$ cat src/rtl/piso_pkg.sv
// -----------------------------------------------------------------------------
// piso_pkg
// Shared definitions for the parallel-in / serial-out serializer.
//   state_t   : FSM encoding (ST_IDLE = 1'b0, ST_SHIFT = 1'b1)
//   cnt_width : bit-counter width for a given word width
// -----------------------------------------------------------------------------
package piso_pkg;

  typedef enum logic {
    ST_IDLE  = 1'b0,
    ST_SHIFT = 1'b1
  } state_t;

  // Counter only has to reach WIDTH-1, so $clog2(WIDTH) bits suffice.
  // A word width below 2 is not supported; return 1 to keep types legal.
  function automatic int cnt_width(input int width);
    return (width < 2) ? 1 : $clog2(width);
  endfunction

endpackage

$ cat src/rtl/piso_shift_core.sv
// -----------------------------------------------------------------------------
// piso_shift_core
// Shift register feeding the serial line.
//   clk, rst   : clock, asynchronous active-high reset
//   load       : capture load_data (takes priority over shift)
//   shift      : advance one bit toward the output end
//   active     : a word bit is on the line; otherwise IDLE_LEVEL is driven
//   load_data  : word to capture
//   serial_out : current serial bit
// -----------------------------------------------------------------------------
module piso_shift_core #(
  parameter int WIDTH      = 8,
  parameter bit MSB_FIRST  = 1'b1,
  parameter bit IDLE_LEVEL = 1'b0
) (
  input  logic             clk,
  input  logic             rst,
  input  logic             load,
  input  logic             shift,
  input  logic             active,
  input  logic [WIDTH-1:0] load_data,
  output logic             serial_out
);

  logic [WIDTH-1:0] sr;

  always_ff @(posedge clk or posedge rst) begin
    if (rst) begin
      sr <= '0;
    end else if (load) begin
      sr <= load_data;
    end else if (shift) begin
      if (MSB_FIRST) sr <= {sr[WIDTH-2:0], 1'b0};
      else           sr <= {1'b0, sr[WIDTH-1:1]};
    end
  end

  // The output bit is taken straight from the register end, gated by
  // 'active' which comes from the async-reset state flop, so the line
  // returns to IDLE_LEVEL the moment reset rises.
  assign serial_out = active ? (MSB_FIRST ? sr[WIDTH-1] : sr[0]) : IDLE_LEVEL;

endmodule

$ cat src/rtl/piso_serializer.sv
// -----------------------------------------------------------------------------
// piso_serializer
// Parallel-in, serial-out transmitter with one holding register so that
// consecutive words stream with no idle cycle between them.
//   clk, rst     : clock, asynchronous active-high reset
//   data_in      : parallel word to transmit
//   data_valid   : data_in is valid
//   data_ready   : a word can be accepted this cycle
//   serial_out   : serial data, one bit per cycle
//   serial_valid : serial_out carries a word bit
//   word_done    : high during the cycle the last bit of a word is on the line
//   busy         : shift register or holding register occupied
//   state_dbg    : current FSM state
//
// Handshake: a word transfers on every rising edge where
// data_valid && data_ready. data_ready is a function of registered state
// only (never of data_valid); data_valid may be raised at any time and the
// word is sampled only on the accepting edge.
// -----------------------------------------------------------------------------
module piso_serializer
  import piso_pkg::*;
#(
  parameter int WIDTH      = 8,
  parameter bit MSB_FIRST  = 1'b1,
  parameter bit IDLE_LEVEL = 1'b0
) (
  input  logic             clk,
  input  logic             rst,
  input  logic [WIDTH-1:0] data_in,
  input  logic             data_valid,
  output logic             data_ready,
  output logic             serial_out,
  output logic             serial_valid,
  output logic             word_done,
  output logic             busy,
  output state_t           state_dbg
);

  localparam int             CW       = cnt_width(WIDTH);
  localparam logic [CW-1:0]  LAST_BIT = CW'(WIDTH - 1);

  state_t           state, state_next;
  logic [CW-1:0]    bit_cnt, bit_cnt_next;
  logic [WIDTH-1:0] hold_reg, hold_next;
  logic             hold_full, hold_full_next;
  logic             ready_en;
  logic             word_done_next;
  logic             xfer;
  logic             core_load, core_shift;
  logic [WIDTH-1:0] core_data;

  // ready_en keeps data_ready low while reset is asserted and lets it rise
  // on the first clock edge after release.
  assign data_ready = ready_en && !hold_full;
  assign xfer       = data_valid && data_ready;

  always_comb begin
    state_next     = state;
    bit_cnt_next   = bit_cnt;
    hold_next      = hold_reg;
    hold_full_next = hold_full;
    core_load      = 1'b0;
    core_shift     = 1'b0;
    core_data      = data_in;

    case (state)
      ST_IDLE: begin
        if (xfer) begin
          core_load    = 1'b1;
          bit_cnt_next = '0;
          state_next   = ST_SHIFT;
        end
      end
      ST_SHIFT: begin
        if (bit_cnt != LAST_BIT) begin
          core_shift   = 1'b1;
          bit_cnt_next = bit_cnt + CW'(1);
          // Mid-word acceptance parks the word; hold is known empty here
          // because data_ready would otherwise be low.
          if (xfer) begin
            hold_next      = data_in;
            hold_full_next = 1'b1;
          end
        end else if (hold_full) begin
          // Word boundary: the parked word goes next. No transfer can
          // coincide because data_ready is low while hold is full.
          core_load      = 1'b1;
          core_data      = hold_reg;
          hold_full_next = 1'b0;
          bit_cnt_next   = '0;
        end else if (xfer) begin
          core_load    = 1'b1;
          bit_cnt_next = '0;
        end else begin
          state_next   = ST_IDLE;
          bit_cnt_next = '0;
        end
      end
      default: begin
        state_next = ST_IDLE;
      end
    endcase

    // Registered so the pulse lines up with the last bit on the line.
    word_done_next = (state_next == ST_SHIFT) && (bit_cnt_next == LAST_BIT);
  end

  always_ff @(posedge clk or posedge rst) begin
    if (rst) begin
      state     <= ST_IDLE;
      bit_cnt   <= '0;
      hold_reg  <= '0;
      hold_full <= 1'b0;
      ready_en  <= 1'b0;
      word_done <= 1'b0;
    end else begin
      state     <= state_next;
      bit_cnt   <= bit_cnt_next;
      hold_reg  <= hold_next;
      hold_full <= hold_full_next;
      ready_en  <= 1'b1;
      word_done <= word_done_next;
    end
  end

  assign serial_valid = (state == ST_SHIFT);
  assign busy         = (state == ST_SHIFT) || hold_full;
  assign state_dbg    = state;

  piso_shift_core #(
    .WIDTH      (WIDTH),
    .MSB_FIRST  (MSB_FIRST),
    .IDLE_LEVEL (IDLE_LEVEL)
  ) u_core (
    .clk        (clk),
    .rst        (rst),
    .load       (core_load),
    .shift      (core_shift),
    .active     (serial_valid),
    .load_data  (core_data),
    .serial_out (serial_out)
  );

endmodule
$ cat config.mk
export PLATFORM = sky130hd
export DESIGN_NAME = piso_serializer
export DESIGN_NICKNAME = d
export VERILOG_FILES = /design/src/rtl/piso_pkg.sv /design/src/rtl/piso_shift_core.sv /design/src/rtl/piso_serializer.sv
export SDC_FILE = /design/constraint.sdc
export NUM_CORES = 1
export LEC_CHECK = 0
export CAP_MARGIN = 20
export CELL_PAD_IN_SITES_DETAIL_PLACEMENT = 1
export CELL_PAD_IN_SITES_GLOBAL_PLACEMENT = 1
export CORE_MARGIN = 4
export CORE_UTILIZATION = 40
export CTS_CLUSTER_SIZE = 40
export DETAILED_ROUTE_END_ITERATION = 8
export PLACE_DENSITY_LB_ADDON = 0.1
export SYNTH_ARGS = -nofsm -noshare
export SYNTH_HDL_FRONTEND = slang
export SYNTH_SLANG_ARGS = --single-unit
$ cat constraint.sdc
create_clock -name clk -period 2.5 [get_ports clk]
set_input_delay 0.5 -clock clk [delete_from_list [all_inputs] [get_ports clk]]
set_output_delay 0.5 -clock clk [all_outputs]
set_load 0.01 [all_outputs]
Word-level counts from Yosys, hierarchy flattened
Cells that the tools add are included.
{"block": "totals", "regBits": 23, "in_bits": 11, "word_cells": 39}
{"block": "classes", "n_addsub": 1, "eq_ne": 3, "n_mux": 19, "bitwise_logic": 1, "reduce_logical": 8}
{"operator": "8-bit two-way mux", "n": 5}
{"operator": "1-bit two-way mux", "n": 9}
{"operator": "3-bit two-way mux", "n": 2}
{"operator": "3-bit case mux with 2 select lines", "n": 1}
{"operator": "1-bit case mux with 2 select lines", "n": 2}
{"operator": "3-bit by 1-bit adder with 3-bit output (second input constant)", "n": 1}
{"operator": "3-bit equality test (second input constant)", "n": 1}
{"operator": "1-bit logical AND", "n": 3}
{"operator": "3-bit != test (second input constant)", "n": 1}
{"operator": "3-bit AND reduction", "n": 1}
{"operator": "2-bit != test (second input constant)", "n": 1}
{"operator": "2-bit AND reduction", "n": 1}
{"operator": "2-bit nonzero test", "n": 1}
{"operator": "1-bit logical NOT", "n": 1}
{"operator": "1-bit logical OR", "n": 1}
{"operator": "1-bit NOT", "n": 1}

Longest topological paths before layout
{"block": "depth", "ltp_word": 8, "mapped_depth": 6, "mapped_depth_nobuf": 5}

Cells and area by module
Synthesis repeated with hierarchy kept, for this count alone.
{"block": "hier_totals", "hier_cells": 97, "hier_area_um2": 1171.1}
{"mod": "piso_serializer", "n_inst": 1, "cells_per_inst": 61, "area_per_inst_um2": 792.0}
{"mod": "piso_shift_core", "n_inst": 1, "cells_per_inst": 36, "area_per_inst_um2": 379.1}

Worst setup path before layout
OpenSTA, ideal clock, no wires.
{"block": "synth_timing", "path_kind": "reg2reg", "from": "register bit_cnt[0]", "to": "register hold_reg[0]", "arrival_ps": 1560, "t_required_ps": 2375, "slack_ps": 815, "stages_incl_launch_ff": 6, "path_buffers": 0, "path_cell_list": "dfrtp_1 > ha_1 > ha_1 > nand2b_2 > nor2_8 > mux2_4"}
{"block": "synth_via", "elab_chain_len": 2}
{"item": "start, declared", "line": "piso_serializer.sv:43", "text": "logic [CW-1:0] bit_cnt, bit_cnt_next;"}
{"item": "start signal, assigned", "line": "piso_serializer.sv:118", "text": "bit_cnt <= bit_cnt_next;"}
{"item": "3-bit != test", "line": "piso_serializer.sv:75", "text": "if (bit_cnt != LAST_BIT) begin"}
{"item": "3-bit AND reduction (no line)"}
{"item": "end signal, assigned", "line": "piso_serializer.sv:119", "text": "hold_reg <= hold_next;"}
{"item": "end, declared", "line": "piso_serializer.sv:44", "text": "logic [WIDTH-1:0] hold_reg, hold_next;"}
Every way passes these cells.
A chain may end at the register's enable or synchronous reset.

Final worst setup path
{"block": "layout_timing", "from": "register state (netlist: serial_valid)", "to": "output serial_out"}
{"block": "layout_via", "elab_chain_len": 1}
{"item": "start, declared", "line": "piso_serializer.sv:42", "text": "state_t state, state_next;"}
{"item": "start signal, assigned", "line": "piso_serializer.sv:117", "text": "state <= state_next;"}
{"item": "1-bit two-way mux", "line": "piso_shift_core.sv:41", "text": "assign serial_out = active ? (MSB_FIRST ? sr[WIDTH-1] : sr[0]) : IDLE_LEVEL;"}
{"item": "end, declared", "line": "piso_serializer.sv:32", "text": "output logic serial_out,"}
Every way passes these cells.

==> impl_results.md <==
* WP data arrival at 1730 ps
* Hold Path Class: flip-flop to flip-flop
* Core area at 2780 um^2
* Buffers plus inverters on the worst setup path at 2
* Total track usage at 13.2%
* WL/cell at 15.9 um
* Mapped cell area at 1180 um^2
* Cts bufs inserted at 3
* Cells after Synth at 94
* Total Wirelength at 2290 um
* Yosys top cell by area: dfrtp_1
* Final setup vio count at 0
* Worst skew pair latency at 300 ps
* CTS clock-pin slew for the worst setup and hold paths at 120 ps
* Clk_skew at 0.733 ps
* # rows at 19
* I/O Buffers at 16
* Final ANT Viol Nets at 0
* Worst-path maximum fanout at 14
* Synth top area share at 48.7%
* Maximum clock frequency at 0.449 GHz
* Fraction of layout cells with a size suffix above 1 at 23.9%
* RePlAce Congestion at 0.678
* Main area contributors after synthesis: dfrtp_1 49%, mux2_4 10%, o221ai_2 8.9%
* Period utilization at 89.1%
* Commonest non-fill, non-tap cell in the layout: dfrtp_1
* P&R area growth vs syn at 18.3%
* EDFF count, synth at 0
* Startpoint Class: flip-flop
* Delay-heaviest family, CP: buffers and inverters
* Initial cell density of the core at 42.5%
* Yosys Warn Count at 0
* H-tree Lvls at 1
* Worst endpoint required time at 2000 ps
* # clock sinks at 23
* Slowest stage cell, crit path: dfrtp_1
* Pwr Density at 1120 nW/um^2
* Crit Path Class: flip-flop to primary output
* #FFs+latches synth at 23
* Worst-path cell chain: inv_2 > nor2_1 > clkdlybuf4s50_1
* Root buffer cell: clkbuf_4
* Maximum buffer depth of the clock tree at 2
* Number of setup buffers added after CTS at 0
* Die span in x at 62.3 um
* Ports at 17
* Largest net degree at the start of global routing at 24
* Mapped Nets at 107
* Most frequent cells in the layout: 23 x dfrtp_1, 16 x clkdlybuf4s50_1, 13 x nand2_1
* Ant diodes at 0
* Vias in the first global route at 865
* Crit-path max cell delay at 650 ps
* Initial antenna violation count at 0
* Yosys cell types at 27
* Crit end category: primary output
* Max VDD drop at 0.654 mV
* Via count at 743
* Fin nets at 127
* Slew Limit Fails at 0
* CTS tree: yes
* Endpoints failing hold at 0
* Detailed placement HPWL at 1650 um
* Maxcap violations at 0
* Drc violations at 0
* Cts hold-fix bufs at 0
* Die H at 62.3 um
* Status: completed
* RSZ-0062 raised after global routing: false
* Async SR Flop Fraction at 100%
* Starting DRT DRC Count at 5
* First-pass GRT wire length at 4130 um
* Min Tclk post-route at 2230 ps
* TNS Setup at 0 ps
* Final Cell Area at 1400 um^2
* Register area share after synthesis at 48.7%
* Static leakage at 0.669 nW
* Via-to-Cell Ratio at 5.16
* Power, Total at 1.57 mW
* Top_reg_cell synth: dfrtp_1
* Synth Area per Inst at 12.6 um^2
* Utilization after layout at 50.2%
* Post-CTS sizing at 0
* Post-DP Area at 1370 um^2
* Die area at 3890 um^2
* Global route total overflow at 0
* Pre-Repair DR Iteration Count at 3
final cells by class:
| class | count | area, um^2 |
|---|---|---|
| Timing Repair Buffer | 18 | 175 |
| Fill cell | 296 | 1380 |
| Multi-Input combinational cell | 58 | 544 |
| Clock buffer | 4 | 26.3 |
| Sequential cell | 23 | 576 |
| Inverter | 10 | 37.5 |
| Tap cell | 31 | 38.8 |
routing by layer:
| metal | part of all wire, % | track usage [%] |
|---|---|---|
| met1 | 45 | 17.0 |
| met2 | 51 | 22.0 |
| met3 | 2.7 | 2.70 |
| met4 | 0.79 | 3.98 |
| met5 | 0 | 0 |
cell families (layout without fill, tap and decap cells):
group / after synthesis / count (layout) / synth area share [%]
other cells: 1 / 1 / 0.317
compound gates: 15 / 15 / 14.3
simple gates: 24 / 24 / 12.4
flops: 23 / 23 / 48.7
buf+inv: 13 / 32 / 5.19
mux: 16 / 16 / 16.9
fa+ha+maj: 2 / 2 / 2.12
cells in the mapped netlist (2+ instances only):
| master | n |
|---|---|
| mux2i_1 | 8 |
| mux2_4 | 8 |
| o221ai_2 | 7 |
| nor2b_1 | 3 |
| ha_1 | 2 |
| dfrtp_1 | 23 |
| nand2_1 | 13 |
| o21ai_1 | 3 |
| inv_1 | 9 |
where the power goes:
group / switching [mW] / leakage [nW] / internal [mW]
Clock: 0.106 / 0.0150 / 0.0621
Combinational: 0.350 / 0.373 / 0.384
Sequential: 0.122 / 0.280 / 0.542
stage by stage:
step	cells	setup WS [ps]	hold WS (ps)
final	144	274	506
after global routing	144	90.2	524
after global placement	140	593	467
after CTS	144	227	511
after detailed placement	140	592	482
after floorplan	94	815	458
final timing paths:
| check | start | end | slack [ps] | cells past startpoint |
|---|---|---|---|---|
| worst min-delay path | u_core.sr[6]$_DFFE_PP0P_ | u_core.sr[7]$_DFFE_PP0P_ | 510 | 2 |
| worst max register to register | bit_cnt[0]$_DFF_PP0_ | hold_reg[0]$_DFFE_PP0P_ | 620 | 5 |
| min in group asynchronous | rst | hold_reg[5]$_DFFE_PP0P_ | 520 | 3 |
| worst max-delay path | serial_valid$_DFF_PP0_ | serial_out | 270 | 3 |
| worst min register to register | u_core.sr[6]$_DFFE_PP0P_ | u_core.sr[7]$_DFFE_PP0P_ | 510 | 2 |
| max in group asynchronous | rst | u_core.sr[2]$_DFFE_PP0P_ | 1750 | 3 |
worst register-to-register path, stage by stage, from the launching register on:
cell      delay [ps]
dfrtp_1          430
ha_1             210
ha_1             270
nand2b_2         270
nor2_8           270
mux2_4           330
Note: power is estimated with default switching activity, not from simulation.
==> edit, RTL diff (same flow settings) <==
`WIDTH` is set to 8 in 2 places; all go to 6.
--- a/src/rtl/piso_shift_core.sv
+++ b/src/rtl/piso_shift_core.sv
@@ -9,7 +9,7 @@
 //   serial_out : current serial bit
 // -----------------------------------------------------------------------------
 module piso_shift_core #(
-  parameter int WIDTH      = 8,
+  parameter int WIDTH      = 6,
   parameter bit MSB_FIRST  = 1'b1,
   parameter bit IDLE_LEVEL = 1'b0
 ) (
--- a/src/rtl/piso_serializer.sv
+++ b/src/rtl/piso_serializer.sv
@@ -20,7 +20,7 @@
 module piso_serializer
   import piso_pkg::*;
 #(
-  parameter int WIDTH      = 8,
+  parameter int WIDTH      = 6,
   parameter bit MSB_FIRST  = 1'b1,
   parameter bit IDLE_LEVEL = 1'b0
 ) (
Ports: changed (resized data_in); port bits go from 17 to 15. The function was not compared with the original's and may differ.
==> edit against the original RTL <==
Sequential share of layout area grew 0.35 points; core utilization up 0.055 points; synthesized area down 17%; die area down 15%; largest cell class unchanged; sequential cell count shrank 4; final area fell by 18%; total power down 19%; wire length decreased by 17%; maximum frequency is 2.7% higher; highest routed layer is now met3; setup slack gained 0.059 ns.
==> edit: results (changes against the original RTL) <==
Placed design
  – DP Cell Count: 122 (-13%)
  – HPWL Detailed: 1470 µm (-11%)
  – Gp weighted congestion: 0.692 (+2.1%)
  – Area of placed instances: 0.00112 mm² (-18%)

Worst setup path
  – Critical path endpoint: busy
  – FF-to-FF setup slack: 0.67 ns (+0.05 ns)
  – Crit-path max cell delay: 0.55 ns (-0.10 ns)
  – Worst flop-to-flop path endpoint: u_core.sr[3]
  – RR Startpoint: serial_valid

Cells and area
  – NumNets Final: 108 (-15%)
  – Layout cell share with drive strength beyond 1: 0.184 (-0.0553)
  – Post-Layout Cell Count: 126 (-13%)
  – Fillers: 248 (-16%)

Yosys
  – Seq/Total Area, Yosys: 0.485 (-0.00259)
  – Most frequent cells after synthesis: dfrtp_1, nand2_1, nor2_1, mux2_1, nor3b_1
  – Adder-Cell Fraction of Synth Area: 0 (-0.0212)
  – Synth cell types: 31 (+15%)
  – Top cells by area, synth: dfrtp_1, mux2_1, a211oi_2

Route
  – DR vias/cell: 5.43 (+5.2%)
  – Routed wire per std cell: 15.0 µm (-5.6%)
  – DRT Pass-1 Iters: 2 (-1)

Clocking
  – CTS clock-pin slew for the worst setup and hold paths: 0.10 ns (-0.02 ns)

Hold path
  – Hold Path Depth: 1 (-1)
  – Hold Path End: hold_reg[5]

Pwr
  – LEAKAGE: 0.479 nW (-28%)
  – Psw: 0.490 mW (-15%)

Global route
  – GRT Overall Usage: 0.131 (-0.000302)

Status
  – Outcome: complete, no violations

STA
  – Clock Skew: 0.00422 ns (+0.00348 ns)
  – Hold WS: 0.498 ns (-0.00805 ns)
## edit: changes by cell type after synthesis, moves of 5 or more
cell	change
inv_1	-8
nor3b_1	+6
mux2_1	+6
o31ai_2	+5
a211oi_2	+5
mux2i_1	-7
nor2_1	+7
o221ai_2	-7
mux2_4	-8
## edit: layer usage
layer	vias to the layer above	GRT usage	routed length (µm)
met1	345	0.178	909
met3	0	0.0317	89
met5	-	0	0
met4	0	0.0298	0
met2	15	0.211	889
li1	324	-	-
## edit: layout make-up
type,count,area [µm²],area share
tap,28,35.0,0.0306
multi-input combinational,59,457,0.399
timing repair buffer,15,148,0.129
inverter,1,3.75,0.00328
sequential,19,475,0.415
clock buffer,4,26.3,0.0230
## edit: power groups by stage
stage	Sequential [mW]	Combinational, mW	Clock, mW
floorplan	0.510	0.474	0
global placement	0.560	0.550	0
detailed placement	0.567	0.564	0
CTS	0.561	0.567	0.162
global route	0.586	0.624	0.179
finish	0.561	0.556	0.152
